## src/rtl/disp_scan.sv

```systemverilog
`default_nettype none
// ============================================================================
// Module   : disp_scan
// Brief    : Scans display slots from a registered responder and streams each
//            slot as 14 ASCII characters ("NAME_:HHHHHHHH") over valid/ready.
// Revision : 1.0 - initial release
// ============================================================================
module disp_scan #(
    parameter int NUM_SLOTS = 44
) (
    input  logic        clk,
    input  logic        resetn,
    input  logic        scan_en,
    output logic [5:0]  display_number,
    input  logic        display_valid,
    input  logic [39:0] display_name,
    input  logic [31:0] display_value,
    output logic        ch_valid,
    input  logic        ch_ready,
    output logic [7:0]  ch_code,
    output logic [5:0]  ch_slot,
    output logic [3:0]  ch_pos,
    output logic        frame_done
);

    localparam logic [5:0] c_last_slot = 6'(NUM_SLOTS);
    localparam logic [3:0] c_last_pos  = 4'd13;

    typedef enum logic [1:0] {
        S_IDLE     = 2'd0,
        S_SET      = 2'd1,
        S_WAIT     = 2'd2,
        S_CAP_EMIT = 2'd3
    } state_t;

    state_t      r_state;
    logic [5:0]  r_slot;
    logic        r_snap_valid;
    logic [39:0] r_snap_name;
    logic [31:0] r_snap_value;
    logic [5:0]  w_next_slot;

    assign w_next_slot = (r_slot == c_last_slot) ? 6'd1 : r_slot + 6'd1;

    // Render one column of a slot; empty slots and NUL name bytes show as spaces.
    function automatic logic [7:0] char_at(input logic        v,
                                           input logic [39:0] nm,
                                           input logic [31:0] val,
                                           input logic [3:0]  pos);
        logic [7:0] b;
        logic [3:0] nib;
        int         idx;
        b   = 8'h20;
        nib = 4'h0;
        idx = 0;
        if (v) begin
            if (pos <= 4'd4) begin
                idx = 8 * (4 - int'(pos));
                b   = nm[idx +: 8];
                if (b == 8'h00) begin
                    b = 8'h20;
                end
            end else if (pos == 4'd5) begin
                b = 8'h3A;
            end else if (pos <= c_last_pos) begin
                idx = 4 * (13 - int'(pos));
                nib = val[idx +: 4];
                b   = (nib < 4'd10) ? (8'h30 + {4'h0, nib}) : (8'h37 + {4'h0, nib});
            end
        end
        return b;
    endfunction

    always_ff @(posedge clk) begin
        frame_done <= 1'b0;
        if (!resetn) begin
            r_state        <= S_IDLE;
            r_slot         <= 6'd1;
            display_number <= 6'd0;
            ch_valid       <= 1'b0;
            ch_code        <= 8'h00;
            ch_slot        <= 6'd0;
            ch_pos         <= 4'd0;
            r_snap_valid   <= 1'b0;
            r_snap_name    <= 40'd0;
            r_snap_value   <= 32'd0;
        end else begin
            case (r_state)
                S_IDLE: begin
                    if (scan_en) begin
                        r_state        <= S_SET;
                        r_slot         <= 6'd1;
                        display_number <= 6'd1;
                    end
                end
                S_SET: begin
                    r_state <= S_WAIT;
                end
                S_WAIT: begin
                    // Responder output now reflects display_number; freeze it for the whole slot.
                    r_state      <= S_CAP_EMIT;
                    r_snap_valid <= display_valid;
                    r_snap_name  <= display_name;
                    r_snap_value <= display_value;
                    ch_valid     <= 1'b1;
                    ch_pos       <= 4'd0;
                    ch_slot      <= r_slot;
                    ch_code      <= char_at(display_valid, display_name, display_value, 4'd0);
                end
                S_CAP_EMIT: begin
                    if (ch_valid && ch_ready) begin
                        if (ch_pos == c_last_pos) begin
                            ch_valid <= 1'b0;
                            if (r_slot == c_last_slot) begin
                                frame_done <= 1'b1;
                            end
                            if (scan_en) begin
                                r_state        <= S_SET;
                                r_slot         <= w_next_slot;
                                display_number <= w_next_slot;
                            end else begin
                                r_state        <= S_IDLE;
                                display_number <= 6'd0;
                            end
                        end else begin
                            ch_pos  <= ch_pos + 4'd1;
                            ch_code <= char_at(r_snap_valid, r_snap_name, r_snap_value,
                                               ch_pos + 4'd1);
                        end
                    end
                end
                default: r_state <= S_IDLE;
            endcase
        end
    end

endmodule
`default_nettype wire

```

## config.mk

```make
export PLATFORM = sky130hd
export DESIGN_NAME = disp_scan
export DESIGN_NICKNAME = d
export VERILOG_FILES = /design/src/rtl/disp_scan.sv
export SDC_FILE = /design/constraint.sdc
export NUM_CORES = 1
export LEC_CHECK = 0
export BUFFER_PORTS_ARGS = -buffer_cell sky130_fd_sc_hd__buf_4
export CAP_MARGIN = 5
export CORE_ASPECT_RATIO = 1.1
export CORE_MARGIN = 10
export CORE_UTILIZATION = 55
export CTS_CLUSTER_DIAMETER = 30
export DETAILED_ROUTE_END_ITERATION = 16
export PLACE_DENSITY = 0.75
export SETUP_SLACK_MARGIN = 0.5
export SLEW_MARGIN = 20
export SYNTH_ARGS = -nofsm -noshare
export SYNTH_HDL_FRONTEND = slang
export SYNTH_SLANG_ARGS = --single-unit
```

## constraint.sdc

```tcl
create_clock -name clk -period 5.6 [get_ports clk]
set_input_delay 0.56 -clock clk [delete_from_list [all_inputs] [get_ports clk]]
set_output_delay 0.56 -clock clk [all_outputs]
set_load 0.05 [all_outputs]
```

==> metrics.md, run 1 <==
| Metric | Value |
|---|---|
| Most common cell type on the critical path | `ha_1` |
| Total congestion overflow | `0` |
| Syn_nets | `648` |
| Commonest non-fill, non-tap cell in the layout | `dfxtp_1` |
| Number of synthesized flops with an enable pin | `0` |
| Mean post-synth cell area | `9.81 sq um` |
| Count of final max-slew check failures | `0` |
| Vias per Instance | `5.58` |
| First-pass GRT wire length | `21.3 mm` |
| # IOs | `103` |
| Share of layout cells above drive strength 1 | `0.235` |
| Slew of the pin with the lowest slew margin | `0.856 ns` |
| Critical path fanouts, max | `29` |
| Register Area | `2140 sq um` |
| RSZ-0062 raised after global routing | `false` |
| Fin crit share | `0.654` |
| WP data required | `5.92 ns` |
| Max Cap Viol | `0` |
| Cells after DPL | `746` |
| Total leakage power | `2.38 nW` |
| Die ar. | `14400 sq um` |
| Post-layout net count | `725` |
| CTS Buf Count | `9` |
| Area grow syn2layout | `17.4%` |
| Post-detailed-route wirelength per cell | `17.0 microns` |
| WS Path Type | `flop to flop` |
| Fin cells | `762` |
| Reg-to-reg startpoint | `ch_pos[0]` |
| Hold Crit Class | `input pin to flop` |
| Rows | `38` |
| Peak supply drop | `0.212 mV` |
| Vias | `4249` |
| DP Wirelength | `9.59 mm` |
| Final Hold Fails | `0` |
| R2R Setup Slk | `1.94 ns` |
| Post-CTS Repair Setup Buffers | `0` |
| Highest achievable clock rate | `273 MHz` |
| Crit path launch | `ch_pos[0]` |
| Final ANT Viol Nets | `0` |
| PortBufs | `102` |
| Clk slew on worst S/H paths | `0.10 ns` |
| DRT Wirelength | `12.9 mm` |
| Initial antenna violation count | `0` |
| # DRC | `0` |
| CTS H-tree depth | `3` |
| Root Buffer | `clkbuf_8` |
| TritonRoute pass-1 iters | `4` |
| Worst-path cell chain | `buf_4, inv_1, ha_1, ha_1, mux2i_1, mux2_2, a2111oi_2, o22ai_2, o21ai_0, o221a_2` |
| Post-synth cell types | `58` |
| Gate Count Post-Synth | `560` |
| Worst setup endpoint | `ch_code[6]` |
| Reg-to-Reg End | `ch_code[6]` |
| Vias in the first global route | `4332` |
| Outcome | `completed` |
| Hold_buf cts | `0` |
| Routability cong. | `0.871` |
| Relative slew slack | `0.429` |
| Synth Flop Type | `dfxtp_1` |
| Clock sink count | `107` |
| Buf/Inv on CP | `2` |
| Critical Path End Type | `flop` |
| Pwr/cell area | `354 nW/um^2` |
| Setup Viol. Count Final | `0` |
| CTS tree | `built` |
| Register area share after synthesis | `0.390` |
| Delay-heaviest family, CP | `adder cells` |
| Multi-input gate area | `3130 sq um` |
| Diodes inserted | `0` |
| Largest net degree at the start of global routing | `109` |
| Initial Utilization | `0.561` |
| FF+latch count, synth | `107` |
| Critical path depth | `10` |
| Clock skew | `0.00682 ns` |
| R2R cell count | `10` |
| Slowest CP cell | `ha_1` |
| Clock Latency Late Sink | `0.37 ns` |
| CP startpoint kind | `flop` |
| Die W | `115 microns` |
| Sum Neg Setup Slack | `0 ns` |
| Die Y | `125 microns` |
| Drt first-iter violations | `220` |
| Critical Path AT | `3.98 ns` |
| Layout fillers | `796` |
| Max Root-Sink Buffers | `2` |
| Min Tclk post-route | `3.66 ns` |
| Final hold slack | `0.439 ns` |
| Syn. warnings | `0` |
| Synth async-reset ratio | `0` |
| Cts repair resizes | `0` |
| Synthesized cell area | `5490 sq um` |
| Tot GR Track Use | `0.176` |
| CP max stage delay | `0.83 ns` |
| Core area | `9790 sq um` |
| Most frequent cells in the layout | `dfxtp_1, buf_4, nor2b_1` |
power by group:
| group | leakage (nW) | internal, mW | switching, mW |
|---|---|---|---|
| logic | 1.42 | 0.391 | 0.458 |
| registers | 0.868 | 0.895 | 0.0897 |
| clock network | 0.0897 | 0.178 | 0.272 |
area by class of cell:
class / instances / share of cell area
inverter: 15 / 0.00873
sequential: 107 / 0.332
multi-input combinational: 400 / 0.486
clock buffer: 10 / 0.0213
tap: 120 / 0.0233
clock inverter: 6 / 0.00718
timing repair buffer: 104 / 0.121
kinds of logic after synthesis:
group | after synthesis | share of synthesized area
fa+ha+maj | 11 | 0.0251
simple gates | 189 | 0.198
flops | 107 | 0.390
buf+inv | 53 | 0.0415
xor+xnor | 6 | 0.00957
compound gates | 96 | 0.121
mux | 98 | 0.214
worst register-to-register path, delay by kind of cell, from the launching register on:
family | cells | cell delay [ns]
adder cells (fa/ha/maj) | 2 | 1.34
AO/OA/AOI/OAI | 4 | 1.02
multiplexers | 2 | 0.48
buffers and inverters | 2 | 0.46
flip-flops | 1 | 0.32
sequential cells by signal, indices dropped and copies added, names as in the netlist:
register and count:
r_snap_value 32, frame_done 1, display_number 6, r_snap_name 40, r_state 2, ch_code 8, r_slot 6, ch_pos 4
ch_slot 6, r_snap_valid 1, ch_valid 1
stage by stage:
step	utilization	power, mW	area (sq um)	setup WS [ns]
5_1_grt	0.658	2.43	6450	1.61
4_1_cts	0.658	2.30	6450	1.90
2_1_floorplan	-	1.63	5490	2.10
6_report	0.658	2.28	6450	1.94
3_3_place_gp	0.639	1.83	6260	2.10
3_5_place_dp	0.639	1.85	6260	1.93
worst min path at each step:
stage,startpoint,endpoint,cells past startpoint
CTS,display_name[8],r_snap_name[8],3
floorplan,r_snap_value[20],r_snap_value[20],2
global route,display_name[14],r_snap_name[14],3
detailed placement,display_number[1],display_number[1],2
finish,display_name[2],r_snap_name[2],3
global placement,display_number[1],display_number[1],2
cell usage after synthesis (all sizes together), types with 4 or more instances:
cell	number	area [sq um]
inv	15	56.3
and2	5	33.8
a21oi	28	140
nand3	11	55.1
or3	4	25.0
nand2	23	86.3
clkbuf	18	67.6
o21ai	21	109
o211ai	5	37.5
a2111oi	7	86.3
xnor2	4	35.0
nand2b	6	37.5
buf	20	104
nor3	4	20.0
dfxtp	107	2140
nor2	19	78.8
nor2b	100	626
a31oi	4	25.0
mux2i	82	821
or2	4	27.5
ha	11	138
a21boi	7	52.6
mux4	15	345
per-layer routing:
layer	vias up	wire length, microns	GRT usage
li1	2123	-	-
met1	2006	6050	0.237
met2	107	6010	0.273
met3	13	702	0.0385
met4	0	175	0.0561
met5	-	0	0
No activity file was read; power rests on OpenSTA's default activity.
==> run 2, diff against run 1 <==
Settings changed: ABC_AREA set to 1, CORE_UTILIZATION 55 to 50, PLACE_DENSITY 0.75 to 0.73.
Clock period 5.6 ns to 2.95 ns, I/O delays scaled along.
==> metrics.md, run 2 <==
| Metric | Value |
|---|---|
| Max reg flops | `40 (unchanged)` |
| R2R cell count | `17 (+7)` |
| Count of final max-slew check failures | `0 (unchanged)` |
| Largest net degree at the start of global routing | `88 (-19%)` |
| WS Path Type | `flop to flop` |
| Root Buffer | `clkbuf_8` |
| Post-synth top area share | `0.420 (+0.0299)` |
| Slew of the pin with the lowest slew margin | `0.785 ns (-0.0712 ns)` |
| Total congestion overflow | `0 (unchanged)` |
| Top cells by count, synth | `nand2_1, nor2_1, dfxtp_1` |
| M1 WL | `5.80 mm (-4.2%)` |
| Clock Latency Late Sink | `0.38 ns (about the same)` |
| Crit path launch | `ch_pos[0]` |
| Critical Path AT | `2.58 ns (-1.40 ns)` |
| Post-detailed-route wirelength per cell | `14.7 microns (-14%)` |
| Compound-Gate Fraction of Synth Area | `0.181 (+0.0600)` |
| Top Metal Used | `met4` |
| Die W | `116 microns (+0.90%)` |
| TritonRoute pass-1 iters | `5 (+1)` |
| Outcome | `completed` |
| Tot GR Track Use | `0.196 (+0.0200)` |
| Highest achievable clock rate | `443 MHz (+62%)` |
| Initial Utilization | `0.513 (-0.0473)` |
| Fin cells | `977 (+28%)` |
| # DRC | `0 (unchanged)` |
| Most frequent cells in the layout | `nand2_1, nor2_1, buf_4` |
| Critical path fanouts, max | `8 (-72%)` |
| Initial antenna violation count | `0 (unchanged)` |
| Post-Synth XOR/XNOR Area | `0 (-0.00957)` |
| RSZ-0062 raised after global routing | `false` |
| PortBufs | `102 (unchanged)` |
| Commonest non-fill, non-tap cell in the layout | `nand2_1` |
| Die ar. | `14600 sq um (+1.8%)` |
| DP Wirelength | `10.2 mm (+6.3%)` |
| # IOs | `103 (unchanged)` |
| CP startpoint kind | `flop` |
| Clock sink count | `107 (unchanged)` |
| Top reg by flops | `r_snap_name` |
| Final ANT Viol Nets | `0 (unchanged)` |
| Min Tclk post-route | `2.26 ns (-1.41 ns)` |
| CTS tree | `built` |
| Register area share after synthesis | `0.420 (+0.0299)` |
| Layout fillers | `953 (+20%)` |
| Pwr/cell area | `860 nW/um^2 (+140%)` |
| WL met3 | `913 microns (+30%)` |
| CTS H-tree depth | `3 (unchanged)` |
| Final Hold Fails | `0 (unchanged)` |
| Post-layout net count | `940 (+30%)` |
| Hold Crit Class | `input pin to flop` |
| Largest family of logic cells by synthesized area | `simple AND/OR/NAND/NOR gates` |
| Syn. warnings | `0 (unchanged)` |
| Setup Viol. Count Final | `0 (unchanged)` |
| Vias per Instance | `5.34 (-4.3%)` |
| Multiplexer area fraction after synthesis | `0 (-0.214)` |
| DRT Wirelength | `14.3 mm (+11%)` |
| Peak supply drop | `0.527 mV (+150%)` |
| Gate Count Post-Synth | `769 (+37%)` |
| Rows | `38 (unchanged)` |
| Hold_sp | `display_name[18]` |
| Core area | `9940 sq um (+1.5%)` |
| Reg-to-reg startpoint | `ch_pos[0]` |
| Hold path cells | `3 (unchanged)` |
| Share of layout cells above drive strength 1 | `0.183 (-0.0520)` |
| Vias in the first global route | `5079 (+17%)` |
| Synth area leader | `dfxtp_1` |
| Area grow syn2layout | `22.2%` |
| Fin crit share | `0.766 (+0.111)` |
| Vias | `5215 (+23%)` |
| Max Cap Viol | `0 (unchanged)` |
| Synth Flop Type | `dfxtp_1` |
| Top Registers | `r_snap_name (40), r_snap_value (32), ch_code (8)` |
| Total leakage power | `2.87 nW (+20%)` |
| Diodes inserted | `0 (unchanged)` |
| Final core area utilization | `0.628 (-0.0307)` |
| Synth Area in Simple Gates | `0.297 (+0.0988)` |
| Synth async-reset ratio | `0 (unchanged)` |
| Post-synth cell types | `31 (-47%)` |
| First-pass GRT wire length | `23.9 mm (+12%)` |
| Die Y | `126 microns (+0.91%)` |
| Number of synthesized flops with an enable pin | `0 (unchanged)` |
| Clock skew | `0.00747 ns (+0.000656 ns)` |
| Syn_nets | `857 (+32%)` |
| Most common cell in the netlist | `nand2_1` |
| Hold_buf cts | `0 (unchanged)` |
| Synthesized cell area | `5100 sq um (-7.1%)` |
| Routability cong. | `0.957 (+9.9%)` |
| Critical Path End Type | `flop` |
| Relative slew slack | `0.477 (+0.0474)` |
| Area share of fa/ha/maj cells after synthesis | `0.0270 (+0.00192)` |
| Sum Neg Setup Slack | `0 ns (unchanged)` |
| Synth top area cells | `dfxtp_1, nand2_1, nor2_1, o21ai_0, a21oi_1` |
| Clk slew on worst S/H paths | `0.11 ns (about the same)` |
| Drt first-iter violations | `402 (+83%)` |
| Mean post-synth cell area | `6.63 sq um (-32%)` |
| Max Root-Sink Buffers | `2 (unchanged)` |
| Routed met2 length | `7.31 mm (+22%)` |
| WP data required | `3.27 ns (-2.65 ns)` |
| CTS Buf Count | `9 (unchanged)` |
| Cells after DPL | `957 (+28%)` |
| FF+latch count, synth | `107 (unchanged)` |
-- run 2: changes by cell type after synthesis, moves of 12 or more --
cell,delta
a21oi_1,+32
mux4_2,-13
o21ai_0,+85
nor2b_1,-100
inv_1,+38
clkbuf_1,+12
nand3_1,+33
mux2i_1,-82
nor2_1,+129
nand2_1,+145
-- run 2: metal layers --
metal | GRT usage | vias to the layer above
met1 | 0.231 | 2383
met5 | 0 | -
met4 | 0.0612 | 0
met2 | 0.340 | 151
met3 | 0.0470 | 27
li1 | - | 2654
-- run 2: cell families after synthesis --
family,count (synthesis)
DFF,107
and+or+nand+nor,376
adders and majority gates,11
AOI/OAI and AO/OA,178
buffers and inverters,97
-- run 2: per-stage QoR --
| step | instance area (sq um) | setup WS, ns | power (mW) | hold slack (ns) |
|---|---|---|---|---|
| global route | 6240 | 0.505 | 5.76 | 0.122 |
| finish | 6240 | 0.692 | 5.36 | 0.130 |
| global placement | 5920 | 0.495 | 4.30 | 0.447 |
| floorplan | 5120 | 0.502 | 3.71 | 0.429 |
| detailed placement | 5920 | 0.360 | 4.35 | 0.451 |
| CTS | 6140 | 0.579 | 5.32 | 0.117 |
-- run 2: what timing repair did --
action | in CTS | in global routing
gates resized for setup | 4 | 18
setup endpoints to repair | 7 | 7
pin swaps | 0 | 2
gates cloned | 0 | 0
endpoints found under the hold margin | 0 | 0
setup buffers | 0 | 4
-- run 2: area by class of cell --
class                      count  area (sq um)  share of cell area
multi-input combinational    565          2660               0.427
sequential                   107          2150               0.345
timing repair buffer         112           845               0.135
inverter                      57           220              0.0353
tap                          120           150              0.0241
clock buffer                   9           124              0.0199
clock inverter                 7          83.8              0.0134
-- run 2: final timing paths --
path | end | slack [ns]
setup reg to reg | ch_code[0] | 0.69
hold reg to reg | r_snap_value[27] | 0.46
setup / recovery | ch_code[0] | 0.69
hold / removal | r_snap_name[18] | 0.13
-- run 2: power by group --
part           switching, mW  total (mW)  internal [mW]
clock network          0.549       0.960          0.411
logic                   1.48        2.20          0.722
registers              0.268        2.20           1.94
-- run 2: worst max-delay path, cell delays in order (launching register included) --
cell,delay [ns]
dfxtp_4,0.39
ha_2,0.19
inv_1,0.05
nand2_2,0.11
nand2_4,0.10
ha_4,0.33
inv_2,0.08
nand3_1,0.10
nand2_1,0.06
nand2_1,0.11
nand3_4,0.12
nand2_4,0.09
nand2_1,0.07
nand2_1,0.07
nand3_1,0.07
nand2_1,0.07
nand2_1,0.06
a21oi_1,0.13
